<file path="src/rtl/exotiny_wb_console_tx_if.sv">
// Wishbone-classic bus bundle between the ExoTiny data bus and the console TX responder.
`timescale 1ns/1ps
interface exotiny_wb_console_tx_if;
  logic        wb_cyc_i;
  logic        wb_stb_i;
  logic        wb_we_i;
  logic        wb_adr_i;
  logic [31:0] wb_dat_i;
  logic [3:0]  wb_sel_i;
  logic [31:0] wb_dat_o;
  logic        wb_ack_o;

  modport master (
    output wb_cyc_i, wb_stb_i, wb_we_i, wb_adr_i, wb_dat_i, wb_sel_i,
    input  wb_dat_o, wb_ack_o
  );

  modport slave (
    input  wb_cyc_i, wb_stb_i, wb_we_i, wb_adr_i, wb_dat_i, wb_sel_i,
    output wb_dat_o, wb_ack_o
  );
endinterface

</file>
<file path="src/rtl/exotiny_wb_console_tx.sv">
// Console transmitter: Wishbone writes land in a small byte FIFO which is
// drained as 8N1 UART frames on tx_o. STATUS exposes FIFO and idle state.
`timescale 1ns/1ps
module exotiny_wb_console_tx #(
  parameter int CLKDIV     = 87,
  parameter int FIFO_DEPTH = 8
) (
  input  logic                          clk_i,
  input  logic                          rst_in,
  exotiny_wb_console_tx_if.slave        wb,
  output logic                          tx_o,
  output logic                          busy_o
);

  localparam int AW = $clog2(FIFO_DEPTH);
  localparam int CW = $clog2(CLKDIV);
  localparam logic [CW-1:0] BAUD_RELOAD = CW'(CLKDIV - 1);

  typedef enum logic [1:0] {ST_IDLE, ST_START, ST_DATA, ST_STOP} state_t;

  // Registered state
  state_t        state_q,   state_d;
  logic [CW-1:0] baud_q,    baud_d;
  logic [2:0]    bit_idx_q, bit_idx_d;
  logic [7:0]    shift_q,   shift_d;
  logic          tx_q,      tx_d;
  logic          busy_q,    busy_d;
  logic          ack_q,     ack_d;
  logic [31:0]   dat_q,     dat_d;
  logic [AW:0]   wr_ptr_q,  wr_ptr_d;
  logic [AW:0]   rd_ptr_q,  rd_ptr_d;

  // FIFO storage (no reset; contents are only meaningful between the pointers)
  logic [7:0] mem [FIFO_DEPTH];

  // Combinational helpers
  logic        req;
  logic        data_wr;
  logic        push;
  logic        pop;
  logic        fifo_empty;
  logic        fifo_full;
  logic [AW:0] fifo_count;
  logic [31:0] status_word;

  // Upper data byte lanes and sel bits other than [0] are deliberately ignored.
  logic unused_ok;
  assign unused_ok = ^{wb.wb_dat_i[31:8], wb.wb_sel_i[3:1]};

  assign wb.wb_ack_o = ack_q;
  assign wb.wb_dat_o = dat_q;
  assign tx_o        = tx_q;
  assign busy_o      = busy_q;

  // FIFO flags: pointers carry an extra wrap bit so full and empty are distinct.
  always_comb begin
    fifo_count  = wr_ptr_q - rd_ptr_q;
    fifo_empty  = (wr_ptr_q == rd_ptr_q);
    fifo_full   = (wr_ptr_q[AW] != rd_ptr_q[AW]) &&
                  (wr_ptr_q[AW-1:0] == rd_ptr_q[AW-1:0]);
    status_word = {16'h0000, 8'(fifo_count), 5'b00000,
                   (fifo_empty && (state_q == ST_IDLE)), fifo_full, fifo_empty};
  end

  // Next-state logic for the bus responder, FIFO pointers and the TX FSM.
  always_comb begin
    // Bus side: full is judged on the current pointers, before any same-cycle pop.
    req     = wb.wb_cyc_i & wb.wb_stb_i & ~ack_q;
    data_wr = req & wb.wb_we_i & ~wb.wb_adr_i & wb.wb_sel_i[0];
    push    = data_wr & ~fifo_full;
    ack_d   = req & ~(data_wr & fifo_full);
    dat_d   = '0;
    if (req && !wb.wb_we_i && wb.wb_adr_i) begin
      dat_d = status_word;
    end

    // TX side defaults: hold everything
    pop       = 1'b0;
    state_d   = state_q;
    baud_d    = baud_q;
    bit_idx_d = bit_idx_q;
    shift_d   = shift_q;
    tx_d      = tx_q;

    case (state_q)
      ST_IDLE: begin
        tx_d = 1'b1;
        if (!fifo_empty) begin
          pop     = 1'b1;
          shift_d = mem[rd_ptr_q[AW-1:0]];
          state_d = ST_START;
          baud_d  = BAUD_RELOAD;
          tx_d    = 1'b0;
        end
      end
      ST_START: begin
        if (baud_q == '0) begin
          state_d   = ST_DATA;
          bit_idx_d = 3'd0;
          baud_d    = BAUD_RELOAD;
          tx_d      = shift_q[0];
        end else begin
          baud_d = baud_q - CW'(1);
        end
      end
      ST_DATA: begin
        if (baud_q == '0) begin
          baud_d = BAUD_RELOAD;
          if (bit_idx_q == 3'd7) begin
            state_d = ST_STOP;
            tx_d    = 1'b1;
          end else begin
            // Shifter always presents the current bit at [0]; next bit is [1].
            bit_idx_d = bit_idx_q + 3'd1;
            shift_d   = {1'b0, shift_q[7:1]};
            tx_d      = shift_q[1];
          end
        end else begin
          baud_d = baud_q - CW'(1);
        end
      end
      ST_STOP: begin
        tx_d = 1'b1;
        if (baud_q == '0) begin
          state_d = ST_IDLE;
        end else begin
          baud_d = baud_q - CW'(1);
        end
      end
      default: begin
        state_d = ST_IDLE;
        tx_d    = 1'b1;
      end
    endcase

    wr_ptr_d = wr_ptr_q + (AW+1)'(push);
    rd_ptr_d = rd_ptr_q + (AW+1)'(pop);

    // Busy reflects the previous cycle so it lags a push by one cycle and
    // drops one cycle after the FSM returns to IDLE with nothing queued.
    busy_d = ~fifo_empty | (state_q != ST_IDLE);
  end

  // FIFO write port
  always_ff @(posedge clk_i) begin
    if (push) begin
      mem[wr_ptr_q[AW-1:0]] <= wb.wb_dat_i[7:0];
    end
  end

  // State registers; reset is asynchronous so a frame in flight is cut immediately.
  always_ff @(posedge clk_i or negedge rst_in) begin
    if (!rst_in) begin
      state_q   <= ST_IDLE;
      baud_q    <= '0;
      bit_idx_q <= '0;
      shift_q   <= '0;
      tx_q      <= 1'b1;
      busy_q    <= 1'b0;
      ack_q     <= 1'b0;
      dat_q     <= '0;
      wr_ptr_q  <= '0;
      rd_ptr_q  <= '0;
    end else begin
      state_q   <= state_d;
      baud_q    <= baud_d;
      bit_idx_q <= bit_idx_d;
      shift_q   <= shift_d;
      tx_q      <= tx_d;
      busy_q    <= busy_d;
      ack_q     <= ack_d;
      dat_q     <= dat_d;
      wr_ptr_q  <= wr_ptr_d;
      rd_ptr_q  <= rd_ptr_d;
    end
  end

endmodule

</file>
<file path="src/flat_wrapper.sv">
// flat-port wrapper written by rule: the top's interface ports become plain ports
module exotiny_wb_console_tx_flat 
#(
  parameter int CLKDIV     = 87,
  parameter int FIFO_DEPTH = 8
)
  (clk_i, rst_in, tx_o, busy_o, wb_wb_cyc_i, wb_wb_stb_i, wb_wb_we_i, wb_wb_adr_i, wb_wb_dat_i, wb_wb_sel_i, wb_wb_dat_o, wb_wb_ack_o);
  exotiny_wb_console_tx_if wb_i ();
  input  logic clk_i;
  input  logic rst_in;
  output logic tx_o;
  output logic busy_o;
  input wire logic [$bits(wb_i.wb_cyc_i)-1:0] wb_wb_cyc_i;
  input wire logic [$bits(wb_i.wb_stb_i)-1:0] wb_wb_stb_i;
  input wire logic [$bits(wb_i.wb_we_i)-1:0] wb_wb_we_i;
  input wire logic [$bits(wb_i.wb_adr_i)-1:0] wb_wb_adr_i;
  input wire logic [$bits(wb_i.wb_dat_i)-1:0] wb_wb_dat_i;
  input wire logic [$bits(wb_i.wb_sel_i)-1:0] wb_wb_sel_i;
  output wire logic [$bits(wb_i.wb_dat_o)-1:0] wb_wb_dat_o;
  output wire logic [$bits(wb_i.wb_ack_o)-1:0] wb_wb_ack_o;
  assign wb_i.wb_cyc_i = wb_wb_cyc_i;
  assign wb_i.wb_stb_i = wb_wb_stb_i;
  assign wb_i.wb_we_i = wb_wb_we_i;
  assign wb_i.wb_adr_i = wb_wb_adr_i;
  assign wb_i.wb_dat_i = wb_wb_dat_i;
  assign wb_i.wb_sel_i = wb_wb_sel_i;
  assign wb_wb_dat_o = wb_i.wb_dat_o;
  assign wb_wb_ack_o = wb_i.wb_ack_o;
  exotiny_wb_console_tx #(.CLKDIV(CLKDIV), .FIFO_DEPTH(FIFO_DEPTH)) u_core (.clk_i(clk_i), .rst_in(rst_in), .wb(wb_i), .tx_o(tx_o), .busy_o(busy_o));
endmodule
</file>
<file path="config.mk">
export PLATFORM = sky130hd
export DESIGN_NAME = exotiny_wb_console_tx_flat
export DESIGN_NICKNAME = d
export VERILOG_FILES = /design/src/rtl/exotiny_wb_console_tx_if.sv /design/src/rtl/exotiny_wb_console_tx.sv /design/src/flat_wrapper.sv
export SDC_FILE = /design/constraint.sdc
export NUM_CORES = 1
export LEC_CHECK = 0
export ABC_AREA = 0
export BUFFER_PORTS_ARGS = -buffer_cell sky130_fd_sc_hd__buf_2
export CAP_MARGIN = 20
export CORE_MARGIN = 10
export CORE_UTILIZATION = 60
export CTS_BUF_LIST = sky130_fd_sc_hd__clkbuf_4 sky130_fd_sc_hd__clkbuf_8
export DETAILED_ROUTE_END_ITERATION = 10
export PLACE_DENSITY_LB_ADDON = 0.05
export RECOVER_POWER = 100
export SYNTH_ARGS = -nofsm -noshare
export SYNTH_HDL_FRONTEND = slang
export SYNTH_SLANG_ARGS = --single-unit
</file>
<file path="constraint.sdc">
create_clock -name clk_i -period 8.2 [get_ports clk_i]
set_clock_uncertainty 0.15 [all_clocks]
set_input_delay 1.64 -clock clk_i [delete_from_list [all_inputs] [get_ports clk_i]]
set_output_delay 1.64 -clock clk_i [all_outputs]
set_load 0.01 [all_outputs]
</file>
## Word level (Yosys, flattened, before mapping)

Memory sizes are Yosys's and may differ from the RTL's.
Index checks and enable logic that the tools add are counted.

- Add/sub/neg operators: 5
- Equal/unequal tests: 14
- Muxes and demuxes: 28
- Bitwise gates (word level): 14
- Reductions and logical operators: 16

Operators with widths:

| kind | count |
|---|---|
| $mux W8 | 3 |
| $mux W7 | 3 |
| $pmux W7 S3 | 1 |
| $pmux W8 S2 | 1 |
| $mux W12 | 1 |
| $mux W2 | 5 |
| $mux W3 | 3 |
| $add A4 B1 Y4 | 2 |
| $and A1 B1 Y1 | 8 |
| $mux W1 | 8 |
| $ne A2 B1 Y1 const B | 4 |
| $pmux W2 S4 | 1 |
| $reduce_and A4 Y1 | 2 |
| $logic_not A7 Y1 | 1 |
| $sub A7 B1 Y7 const B | 1 |
| $ne A2 B2 Y1 const B | 3 |
| $pmux W3 S2 | 1 |
| $reduce_bool A2 Y1 | 3 |
| $not A1 Y1 | 5 |
| $reduce_and A5 Y1 | 1 |
| $eq A2 B2 Y1 const B | 2 |
| $eq A4 B4 Y1 | 1 |
| $logic_and A1 B1 Y1 | 4 |
| $pmux W1 S4 | 1 |
| 11 further kinds | 12 |

- Register bits after elaboration: 43
- Memory bits (writable): 64
- Bits of input ports: 42
- Output and inout port bits: 35
- Word-level logic and storage cells: 88
- Memories: 1

Memory list:

| name | words | width | rd ports | clocked after memory_dff | write ports | line | text |
|---|---|---|---|---|---|---|---|
| u_core.mem | 8 | 8 | 1 | 0 | 1 | exotiny_wb_console_tx.sv:34 | `logic [7:0] mem [FIFO_DEPTH];` |

## Depth between registers and ports, before layout

- Word-level depth: 8
- Gate-level depth with buffers: 10
- Gate-level depth less buffers: 8

## Least setup slack after synthesis

No wires, ideal clock.

- Path type: in2reg
- From: input wb_wb_adr_i
- To: memory u_core.mem[1][0] (enable)
- Library setup time: 0.383 ns
- Arrival time: 2.840 ns
- Required time: 7.667 ns
- Path slack: 4.827 ns
- Stages on the path: 4
- Cells stage by stage: nand3b_1 > a211oi_1 > nand2_1 > nor3_1

- Longest elaborated chain between the ends: 6

Ends and longest elaborated chain:

| item | line | text |
|---|---|---|
| start: declaration | flat_wrapper.sv:16 | `input wire logic [$bits(wb_i.wb_adr_i)-1:0] wb_wb_adr_i;` |
| $not A1 Y1 | exotiny_wb_console_tx.sv:69 | `data_wr = req & wb.wb_we_i & ~wb.wb_adr_i & wb.wb_sel_i[0];` |
| $and A1 B1 Y1 (2 in a row) | exotiny_wb_console_tx.sv:69 |  |
| $and A1 B1 Y1 | exotiny_wb_console_tx.sv:70 | `push = data_wr & ~fifo_full;` |
| $mux W1 | exotiny_wb_console_tx.sv:146 | `if (push) begin` |
| $mux W1 (implied by the code) | exotiny_wb_console_tx.sv:147 | `mem[wr_ptr_q[AW-1:0]] <= wb.wb_dat_i[7:0];` |
| end: declaration | exotiny_wb_console_tx.sv:34 |  |

No other way between the ends.

## Worst setup path after layout

- From: register u_core.rd_ptr_q[2]
- To: memory u_core.mem[4][0] (enable)

- Longest elaborated chain between the ends: 6

Ends and longest elaborated chain:

| item | line | text |
|---|---|---|
| start: declaration | exotiny_wb_console_tx.sv:31 | `logic [AW:0] rd_ptr_q, rd_ptr_d;` |
| start signal: assignment | exotiny_wb_console_tx.sv:174 | `rd_ptr_q <= rd_ptr_d;` |
| $eq A3 B3 Y1 | exotiny_wb_console_tx.sv:60 | `(wr_ptr_q[AW-1:0] == rd_ptr_q[AW-1:0]);` |
| $logic_and A1 B1 Y1 | exotiny_wb_console_tx.sv:59 | `fifo_full = (wr_ptr_q[AW] != rd_ptr_q[AW]) &&` |
| $not A1 Y1 | exotiny_wb_console_tx.sv:70 |  |
| $and A1 B1 Y1 | exotiny_wb_console_tx.sv:70 |  |
| $mux W1 | exotiny_wb_console_tx.sv:146 |  |
| $mux W1 (implied by the code) | exotiny_wb_console_tx.sv:147 |  |

No other way between the ends.

==> results by group <==
Synth
  • Yosys reg bits: 102
  • Yosys top cell by area: edfxtp_1
  • Asr flop ratio synth: 37.3%
  • Main flop type after synthesis: edfxtp_1
  • Ys Warns: 0
  • EDFF count, synth: 64
  • Share of Yosys cell area claimed by the top area cell type: 40.3%
  • Largest cells by area after synthesis: edfxtp_1, dfrtp_1, mux4_2
  • Synth unique cells: 56
  • Cell area after synthesis: 4760 um^2
  • Cells after Synth: 340
  • Seq/Total Area, Yosys: 60.3%
  • Avg Synthesized Cell Area: 14.0 um^2

Placement
  • HPWL Detailed: 5820 um
  • Placed Cells: 454
  • Pre-CTS setup slack: 4.41 ns
  • # port buffers: 24
  • Routability cong.: 0.729

Timing
  • Slew margin rel.: -35.4%
  • RSZ-0062 raised after global routing: no
  • Endpoints failing setup: 0
  • Measured slew at the worst slew-check pin: 2.03 ns
  • Final TNS setup: 0 ns
  • Final hold vios: 0
  • Fin crit period: 3.57 ns
  • Worst hold slack: 0.368 ns
  • Final WS setup: 4.63 ns
  • Max-slew violation count: 39
  • Period utilization: 43.6%
  • Achievable frequency: 0.280 GHz

Clock network
  • Sink Count: 102
  • Num CTS Buffers: 9
  • Cts repair resizes: 0
  • H-tree depth: 3
  • Clock tree buffer depth: 2
  • Hold-fix buffers, CTS: 0
  • CTS tree: built
  • Postcts setup bufs: 0
  • Worst skew pair latency: 0.36 ns
  • Reg clk slew, reported paths: 0.09 ns
  • Clock root buffer: clkbuf_8

Global route
  • Number of global-route vias before repair: 2,718
  • First-pass GRT wire length: 14,000 um
  • Initial antenna violation count: 0
  • Largest net degree at the start of global routing: 39
  • Congestion Overflow GR: 0
  • Tot GR Track Use: 15.1%

Route
  • Via-to-Cell Ratio: 5.66
  • Starting DRC count in detailed routing: 88
  • Post-route ant nets: 0
  • DRT Wirelength: 8430 um
  • DRC: 0
  • Via count: 2,662
  • Drt pass-1 iters: 4
  • Drt wl/cell: 17.9 um

Die
  • Initial Util: 61.7%
  • Vert. Die Dim: 109 um
  • IO Pins: 77
  • Row cnt: 32
  • CORE AREA: 7730 um^2
  • Die X: 109 um
  • Die footprint: 11,900 um^2

Worst setup path
  • R2R setup slack: 4.63 ns
  • FF-to-FF End: u_core.mem[4][0]$_DFFE_PP_
  • Worst r2r src: u_core.rd_ptr_q[2]$_DFF_PN0_
  • Worst setup SP type: flop
  • Reg2Reg Depth: 6
  • WS Path Type: flop to flop
  • Crit path capture type: flop
  • Critical path arrival: 3.41 ns
  • Crit path from: u_core.rd_ptr_q[2]$_DFF_PN0_
  • CP endpoint: u_core.mem[4][0]$_DFFE_PP_
  • Peak fanout along the critical path: 17
  • Worst Path Required: 8.04 ns

Power
  • Leak: 0.00190 uW
  • Switching Share: 36.6%
  • Total power: 1630 uW
  • Peak VDD IR: 156 uV
  • Clock power frac: 18.5%
  • Reg power frac: 43.1%
  • Pint: 1030 uW
  • PwrDens: 324 nW/um^2
  • Combinational share of power: 38.4%
  • Net Sw Power: 596 uW

Final layout
  • Most common cell after layout, fill and taps aside: edfxtp_1
  • Non-filler cells, final: 470
  • Fraction of layout cells with a size suffix above 1: 14.4%
  • Final nets: 422
  • Commonest cells after routing, fill and taps aside: edfxtp_1, dfrtp_1, conb_1, o21ai_0, clkbuf_1
  • Syn-to-layout area delta: 5.46%
  • Antenna cells: 0

Run
  • # Max-Cap Violations: 1

Min path
  • Hold Startpoint: u_core.shift_q[7]$_DFFE_PN0P_
  • Worst hold path type: flop to flop

Run status
  • Violated checks: max-capacitance violations, max-slew violations
  • Status: finished, violations left
-- power groups by stage --
stage | Sequential (uW) | Clock [uW] | Combinational [uW]
after floorplan | 684 | 0 | 540
after CTS | 702 | 303 | 642
after detailed placement | 712 | 0 | 639
after global routing | 714 | 325 | 714
after global placement | 711 | 0 | 623
final | 702 | 300 | 625
-- worst max-delay path: stages, from the launching register on --
cell	delay, ns
dfrtp_1	0.85
inv_1	0.19
ha_1	0.40
and3_1	0.24
a211oi_1	0.46
nand2_1	0.22
nor2_1	0.70
-- sequential cells by signal, indices dropped and copies added, names as in the netlist --
register and count:
u_core.baud_q 7, u_core.bit_idx_q 3, u_core.busy_o 1, u_core.mem 64
u_core.rd_ptr_q 4, u_core.shift_q 8, u_core.state_q 2, u_core.tx_o 1
u_core.wb.wb_ack_o 1, u_core.wb.wb_dat_o 7, u_core.wr_ptr_q 4
-- cell type report --
cell class	count	area, um^2
sequential	102	2870
clock inverter	6	53.8
multi-input combinational	208	1670
timing repair buffer	27	113
fill	602	2700
tap	102	128
inverter	15	56.3
clock buffer	10	131
-- stage by stage --
stage,util (%),cell area (um^2)
5_1_grt,65.0,5020
4_1_cts,65.4,5050
2_1_floorplan,-,4850
3_5_place_dp,63.0,4870
6_report,65.0,5020
3_3_place_gp,63.0,4870
-- cells in the mapped netlist, types with 3 or more instances --
cell type / instances
a21oi_1: 12
a22o_1: 3
and3_1: 5
buf_2: 6
buf_4: 25
clkbuf_1: 7
dfrtp_1: 37
edfxtp_1: 64
ha_1: 16
inv_1: 13
mux2_2: 7
mux2i_1: 8
mux4_2: 16
nand2_1: 8
nand3_1: 7
nand3b_1: 3
nor2_1: 17
nor2b_1: 4
nor3_1: 7
o21ai_0: 9
o21ai_1: 16
xnor2_1: 5
xor2_1: 3
-- routing by layer --
metal | routed length [um] | vias up | GRT usage [%]
met3 | 539 | 9 | 3.60
met5 | 0 | - | 0
met2 | 4290 | 72 | 24.6
met1 | 3510 | 1311 | 19.5
li1 | - | 1270 | -
met4 | 87 | 0 | 4.71
-- how the worst min path moves through the flow --
stage                     cells after the start                            end  slack, ns
after floorplan                               2  u_core.shift_q[7]$_DFFE_PN0P_       0.32
after global routing                          2  u_core.shift_q[2]$_DFFE_PN0P_       0.41
after CTS                                     2        u_core.tx_o$_DFFE_PN1P_       0.35
after detailed placement                      2        u_core.tx_o$_DFFE_PN1P_       0.34
after global placement                        2        u_core.tx_o$_DFFE_PN1P_       0.33
final                                         2  u_core.shift_q[7]$_DFFE_PN0P_       0.37
-- logic make-up (layout without fill, tap and decap cells) --
family          after synthesis  after routing  share of synthesized area, %
mux                          31             31                          10.9
flops                       102            102                          60.3
simple gates                 66             66                          7.72
other cells                   1             25                        0.0787
fa+ha+maj                    17             17                          4.62
xor+xnor                      8              8                          1.47
compound gates               61             61                          8.35
buf+inv                      54             58                          6.54
Note: power is estimated with default switching activity, not from simulation.
